`src/rtl/fwd_hazard_scoreboard_pkg.sv`:
```
// Shared encodings for the forwarding/hazard unit: forwarding selects and
// register class tags.
package fwd_defs;

   typedef enum logic [1:0] {
      FWD_RF  = 2'b00,
      FWD_WB  = 2'b01,
      FWD_MEM = 2'b10
   } fwd_sel_e;

   typedef enum logic {
      CLS_INT = 1'b0,
      CLS_FP  = 1'b1
   } reg_class_e;

endpackage

```
`src/rtl/fwd_lane_sel.sv`:
```
// One EX operand lane: class-aware match against MEM and WB writers, MEM
// taking priority because it holds the younger result.
module fwd_lane_sel
   import fwd_defs::*;
#(
   parameter int RA_W = 5
) (
   input  logic [RA_W-1:0] src_i,
   input  logic            src_fp_i,
   input  logic            src_used_i,
   input  logic            mem_wen_i,
   input  logic [RA_W-1:0] mem_rd_i,
   input  logic            mem_fp_i,
   input  logic            wb_wen_i,
   input  logic [RA_W-1:0] wb_rd_i,
   input  logic            wb_fp_i,
   output logic [1:0]      sel_o
);

   // x0 is hardwired zero and never forwarded; f0 is an ordinary register.
   function automatic logic regMatch(input logic [RA_W-1:0] a, input logic afp,
                                     input logic [RA_W-1:0] b, input logic bfp);
      return (a == b) && (afp == bfp) && !((a == '0) && (afp == CLS_INT));
   endfunction

   always_comb begin
      sel_o = FWD_RF;
      if (src_used_i) begin
         if (mem_wen_i && regMatch(src_i, src_fp_i, mem_rd_i, mem_fp_i)) begin
            sel_o = FWD_MEM;
         end else if (wb_wen_i && regMatch(src_i, src_fp_i, wb_rd_i, wb_fp_i)) begin
            sel_o = FWD_WB;
         end
      end
   end

endmodule

```
`src/rtl/fwd_hazard_scoreboard.sv`:
```
// Forwarding selects for the EX operands plus a per-class busy scoreboard for
// multi-cycle FPU ops that, together with load-use detection, drives the ID stall.
module fwd_hazard_scoreboard
   import fwd_defs::*;
#(
   parameter int NUM_SRC = 3,
   parameter int RA_W    = 5,
   parameter int MAX_OUT = 4
) (
   input  logic                          clk,
   input  logic                          rst_n,
   input  logic [NUM_SRC*RA_W-1:0]       id_src,
   input  logic [NUM_SRC-1:0]            id_src_fp,
   input  logic [NUM_SRC-1:0]            id_src_used,
   input  logic [RA_W-1:0]               id_rd,
   input  logic                          id_rd_fp,
   input  logic                          id_wen,
   input  logic                          id_mc,
   input  logic                          issue,
   input  logic [NUM_SRC*RA_W-1:0]       ex_src,
   input  logic [NUM_SRC-1:0]            ex_src_fp,
   input  logic [NUM_SRC-1:0]            ex_src_used,
   input  logic                          ex_memread,
   input  logic [RA_W-1:0]               ex_rd,
   input  logic                          ex_rd_fp,
   input  logic                          mem_wen,
   input  logic [RA_W-1:0]               mem_rd,
   input  logic                          mem_fp,
   input  logic                          wb_wen,
   input  logic [RA_W-1:0]               wb_rd,
   input  logic                          wb_fp,
   input  logic                          mc_done,
   input  logic [RA_W-1:0]               mc_rd,
   input  logic                          mc_fp,
   output logic [2*NUM_SRC-1:0]          fwd_sel,
   output logic                          stall,
   output logic [$clog2(MAX_OUT+1)-1:0]  outstanding,
   output logic                          sb_err
);

   localparam int NREG = 1 << RA_W;
   localparam int CW   = $clog2(MAX_OUT + 1);
   localparam logic [CW-1:0] MAX_CNT = CW'(MAX_OUT);

   logic [NREG-1:0] busyInt_q, busyInt_d, busyFp_q, busyFp_d;
   logic [CW-1:0]   outstanding_q, outstanding_d;
   logic            sbErr_q, sbErr_d;
   logic            rawHit, loadUse, wawHit, capHit, full;
   logic            mcIssue, setEn, doneValid, sameRegClash;

   function automatic logic regMatch(input logic [RA_W-1:0] a, input logic afp,
                                     input logic [RA_W-1:0] b, input logic bfp);
      return (a == b) && (afp == bfp) && !((a == '0) && (afp == CLS_INT));
   endfunction

   for (genvar g = 0; g < NUM_SRC; g++) begin : gLane
      fwd_lane_sel #(.RA_W(RA_W)) uLane (
         .src_i      (ex_src[g*RA_W +: RA_W]),
         .src_fp_i   (ex_src_fp[g]),
         .src_used_i (ex_src_used[g]),
         .mem_wen_i  (mem_wen),
         .mem_rd_i   (mem_rd),
         .mem_fp_i   (mem_fp),
         .wb_wen_i   (wb_wen),
         .wb_rd_i    (wb_rd),
         .wb_fp_i    (wb_fp),
         .sel_o      (fwd_sel[2*g +: 2])
      );
   end

   always_comb begin
      rawHit  = 1'b0;
      loadUse = 1'b0;
      for (int i = 0; i < NUM_SRC; i++) begin
         if (id_src_used[i]) begin
            if (id_src_fp[i] ? busyFp_q[id_src[i*RA_W +: RA_W]]
                             : busyInt_q[id_src[i*RA_W +: RA_W]]) begin
               rawHit = 1'b1;
            end
            if (ex_memread && regMatch(id_src[i*RA_W +: RA_W], id_src_fp[i], ex_rd, ex_rd_fp)) begin
               loadUse = 1'b1;
            end
         end
      end
   end

   // A completing op frees a slot in the same cycle, so it lifts the capacity stall.
   assign full   = (outstanding_q == MAX_CNT);
   assign wawHit = id_wen && (id_rd_fp ? busyFp_q[id_rd] : busyInt_q[id_rd]);
   assign capHit = id_mc && full && !mc_done;
   assign stall  = rawHit || wawHit || loadUse || capHit;

   assign mcIssue      = issue && id_mc;
   assign setEn        = mcIssue && id_wen && !((id_rd == '0) && (id_rd_fp == CLS_INT));
   assign doneValid    = mc_done && (mc_fp ? busyFp_q[mc_rd] : busyInt_q[mc_rd]);
   assign sameRegClash = setEn && mc_done && (mc_rd == id_rd) && (mc_fp == id_rd_fp);

   always_comb begin
      busyInt_d     = busyInt_q;
      busyFp_d      = busyFp_q;
      outstanding_d = outstanding_q;
      sbErr_d       = sbErr_q;
      if (doneValid) begin
         if (mc_fp) busyFp_d[mc_rd]  = 1'b0;
         else       busyInt_d[mc_rd] = 1'b0;
      end
      // Set after clear so a forced same-register clash leaves the entry busy.
      if (setEn) begin
         if (id_rd_fp) busyFp_d[id_rd]  = 1'b1;
         else          busyInt_d[id_rd] = 1'b1;
      end
      if (mcIssue && !doneValid && !full) begin
         outstanding_d = outstanding_q + CW'(1);
      end else if (doneValid && !mcIssue) begin
         outstanding_d = outstanding_q - CW'(1);
      end
      if ((mc_done && !doneValid) || (issue && stall) ||
          (mcIssue && !doneValid && full) || sameRegClash) begin
         sbErr_d = 1'b1;
      end
   end

   always_ff @(posedge clk or negedge rst_n) begin
      if (!rst_n) begin
         busyInt_q     <= '0;
         busyFp_q      <= '0;
         outstanding_q <= '0;
         sbErr_q       <= 1'b0;
      end else begin
         busyInt_q     <= busyInt_d;
         busyFp_q      <= busyFp_d;
         outstanding_q <= outstanding_d;
         sbErr_q       <= sbErr_d;
      end
   end

   assign outstanding = outstanding_q;
   assign sb_err      = sbErr_q;

endmodule

```
`config.mk`:
```
export PLATFORM = sky130hd
export DESIGN_NAME = fwd_hazard_scoreboard
export DESIGN_NICKNAME = d
export VERILOG_FILES = /design/src/rtl/fwd_hazard_scoreboard_pkg.sv /design/src/rtl/fwd_lane_sel.sv /design/src/rtl/fwd_hazard_scoreboard.sv
export SDC_FILE = /design/constraint.sdc
export NUM_CORES = 1
export LEC_CHECK = 0
export CORE_MARGIN = 2
export CORE_UTILIZATION = 40
export CTS_BUF_LIST = sky130_fd_sc_hd__clkbuf_8
export CTS_CLUSTER_DIAMETER = 30
export DETAILED_ROUTE_END_ITERATION = 8
export SETUP_SLACK_MARGIN = 0.5
export SLEW_MARGIN = 10
export SYNTH_ARGS = -nofsm -noshare
export SYNTH_HDL_FRONTEND = slang
export SYNTH_HIERARCHICAL = 1
export SYNTH_SLANG_ARGS = --single-unit
```
`constraint.sdc`:
```
create_clock -name clk -period 5.85 [get_ports clk]
set_input_delay 0.8775 -clock clk [delete_from_list [all_inputs] [get_ports clk]]
set_output_delay 0.8775 -clock clk [all_outputs]
set_load 0.02 [all_outputs]
```
==> results_dict.tcl <==
set metrics [dict create \
    first_global_vias 6849 \
    fin_skew_ns 0.0215 \
    ant_nets 0 \
    slew_viol_final 0 \
    peakVddDrop_uv 95.6 \
    cts_tree "yes" \
    dpl_cell_area_sq_um 8120 \
    cp_num_buf_inv 2 \
    antenna_found_initial 0 \
    cts_buffers 9 \
    path_class "primary input to primary output" \
    rsz0062_at_grt "no" \
    clk_latency_ns 0.39 \
    fmax_mhz 197 \
    tns_ns 0 \
    grt_pass1_wl_um 39700 \
    route.detailed.drc 0 \
    synth_nets 807 \
    place_congestion 1.02 \
    ys_seq_area_share_pct 24.1 \
    synthToLayoutAreaGrowth_pct 17.7 \
    vias_per_cell 6.60 \
    synth_simple_gate_area_share_pct 15.8 \
    grt_start_max_net_pins 69 \
    synth_edf_count 0 \
    die_x_um 137 \
    crit_required_ns 4.97 \
    yosys.area.top_type "dfrtp_1" \
    intPower_mw 0.923 \
    path_clk_slew_ns 0.08 \
    finalNonFillerCells 1027 \
    worstPathCellList "clkdlybuf4s50_1, mux4_2, mux2_2, a221oi_1, nor3_1, a211o_1, nor4_1, o21ai_0, clkdlybuf4s50_1" \
    synth_commonest_cells "68 x dfrtp_1, 62 x inv_1, 60 x nand2_1" \
    synth_compound_area_share_pct 17.2 \
    core_area_sq_um 17300 \
    status "complete, no violations" \
    synth_top_family_by_area "multiplexers" \
    synth_most_common_cell "dfrtp_1" \
    initial_core_util_pct 40.8 \
    synth_cells 725 \
    cp_slowest_cell "clkdlybuf4s50_1" \
    period_share_pct 86.7 \
    dieArea_sq_um 18700 \
    timing.hold.ws_ns 0.612 \
    clock-root-buffer "clkbuf_8" \
    placedCellCount 1011 \
    hold_class "flop to flop" \
    clock-sinks 68 \
    ys_async_sr_fraction_pct 100 \
    max_slew_margin_pct 38.1 \
    first_pass_iters 5 \
    setup_violations 0 \
    drv_cap 0 \
    start_kind "primary input" \
    synthMuxAreaShare_pct 27.7 \
    wire_per_inst_um 25.4 \
    diodes 0 \
    synth_top_area_share_pct 24.1 \
    synth_cell_types 72 \
    grt-ovfl-total 0 \
    nets 879 \
    fin_total_pwr_mw 1.44 \
    avgSynthCellArea_sq_um 9.74 \
    p_switching_mw 0.519 \
    worst_slew_pin_slew_ns 0.928 \
    utilization_pct 48.1 \
    fin_crit_ns 5.07 \
    p_leak_nw 3.27 \
    cpPeakStageDelay_ns 0.90 \
    die_h_um 137 \
    h-tree-depth 3 \
    track_usage_pct 28.6 \
    post_cts_buffers 0 \
    power_density_nw_per_um2 173 \
    ios 92 \
    crit_fanout 13 \
    synth_flop_cell "dfrtp_1" \
    synth_xor_area_share_pct 7.30 \
    yosys.area_share.adder_pct 0.284 \
    vias 6778 \
    crit_top_cell "clkdlybuf4s50_1" \
    fp-row-count 48 \
    layout_setup_ws_ns 0.779 \
    end_kind "primary output" \
    comb_power_share_pct 33.4 \
    post-place-ws_ns 0.622 \
    worst-endpoint-arrival_ns 4.19 \
    p_sw_share_pct 36.0 \
    final_area_sq_um 8310 \
    pwr-share-seq_pct 38.3 \
    ys_warn_count 6 \
    clkPwrFrac_pct 28.3 \
    path_delay_family "buffers and inverters" \
    wl_um 26000 \
    numPortBuffers 91 \
    dpl.hpwl_um 19600 \
    ctsHoldBuffers 0 \
    final-hold-violation-count 0 \
    drtIter0Drc 783 \
    synth.area.top_cells "dfrtp_1 24%, mux4_2 19%, xnor2_1 4.3%" \
    ys_ff_latch 68 \
    cts.path.max_buffers 2 \
    synth_area_sq_um 7060 \
    layout-drive-gt1-share_pct 16.0 \
]
[flip-flops by register name (all words and copies together) (netlist names)]
name	count
outstanding	3
busyInt_q	32
sb_err	1
busyFp_q	32
[what timing repair did]
action,CTS,global route
hold endpoints to repair,0,0
setup endpoints to repair,0,1
gates resized for setup,0,2
[metal layers]
layer | track usage (%) | wire, um | vias up
met2 | 45.9 | 12000 | 463
met1 | 36.9 | 10200 | 3310
li1 | - | - | 2932
met4 | 14.4 | 1280 | 0
met5 | 0 | 0 | -
met3 | 5.56 | 2500 | 73
[worst paths after layout]
check | slack, ns | from | endpoint | cells past startpoint
hold reg to reg | 0.61 | outstanding[1]$_DFFE_PN0P_ | outstanding[1]$_DFFE_PN0P_ | 1
setup / recovery | 0.78 | id_src[12] | stall | 9
min in group asynchronous | 0.71 | rst_n | busyInt_q[31]$_DFF_PN0_ | 2
setup reg to reg | 2.48 | busyInt_q[29]$_DFF_PN0_ | outstanding[2]$_DFFE_PN0P_ | 10
hold / removal | 0.61 | outstanding[1]$_DFFE_PN0P_ | outstanding[1]$_DFFE_PN0P_ | 1
max in group asynchronous | 4.53 | rst_n | busyFp_q[14]$_DFF_PN0_ | 2
[placed cells by master, fill, tap and decap left out, drive strengths merged, types with 8 or more instances in the layout]
master	instances
clkdlybuf4s50	88
dfrtp	68
mux4	67
inv	63
nand2	60
nor2	37
xnor2	35
o21ai	34
o221ai	29
nor3	29
mux2i	23
xor2	23
buf	23
a21oi	22
nand3	19
o22ai	16
mux2	16
a22oi	14
nand2b	12
nor2b	10
clkbuf	9
nor4	9
nand4	8
a221oi	8
[kinds of logic after synthesis]
kind of cell	after synthesis
and+or+nand+nor	210
AOI/OAI and AO/OA	167
buffers and inverters	115
muxes	106
DFF	68
xor gates and xnor gates	58
adders and majority gates	1
[worst register-to-register path, delay by kind of cell, from the launching register on]
family                     cells  cell delay, ns
muxes                          2            0.84
and+or+nand+nor                4            0.85
adders and majority gates      1            0.45
DFF                            1            0.50
AOI/OAI and AO/OA              3            0.69
[cell type report]
| type | count | area [sq um] |
|---|---|---|
| Timing Repair Buffer | 113 | 1080 |
| Tap cell | 225 | 282 |
| Multi-Input combinational cell | 542 | 4820 |
| Clock buffer | 9 | 124 |
| Fill cell | 1622 | 8980 |
| Sequential cell | 68 | 1700 |
| Inverter | 63 | 236 |
| Clock inverter | 7 | 68.8 |
[power by group through the flow]
stage	clock (mW)	combinational [mW]	sequential [mW]
floorplan	0	0.292	0.546
global placement	0	0.466	0.556
detailed placement	0	0.476	0.557
CTS	0.413	0.478	0.549
global route	0.431	0.520	0.555
finish	0.408	0.482	0.552
(Power assumes the default switching activity.)
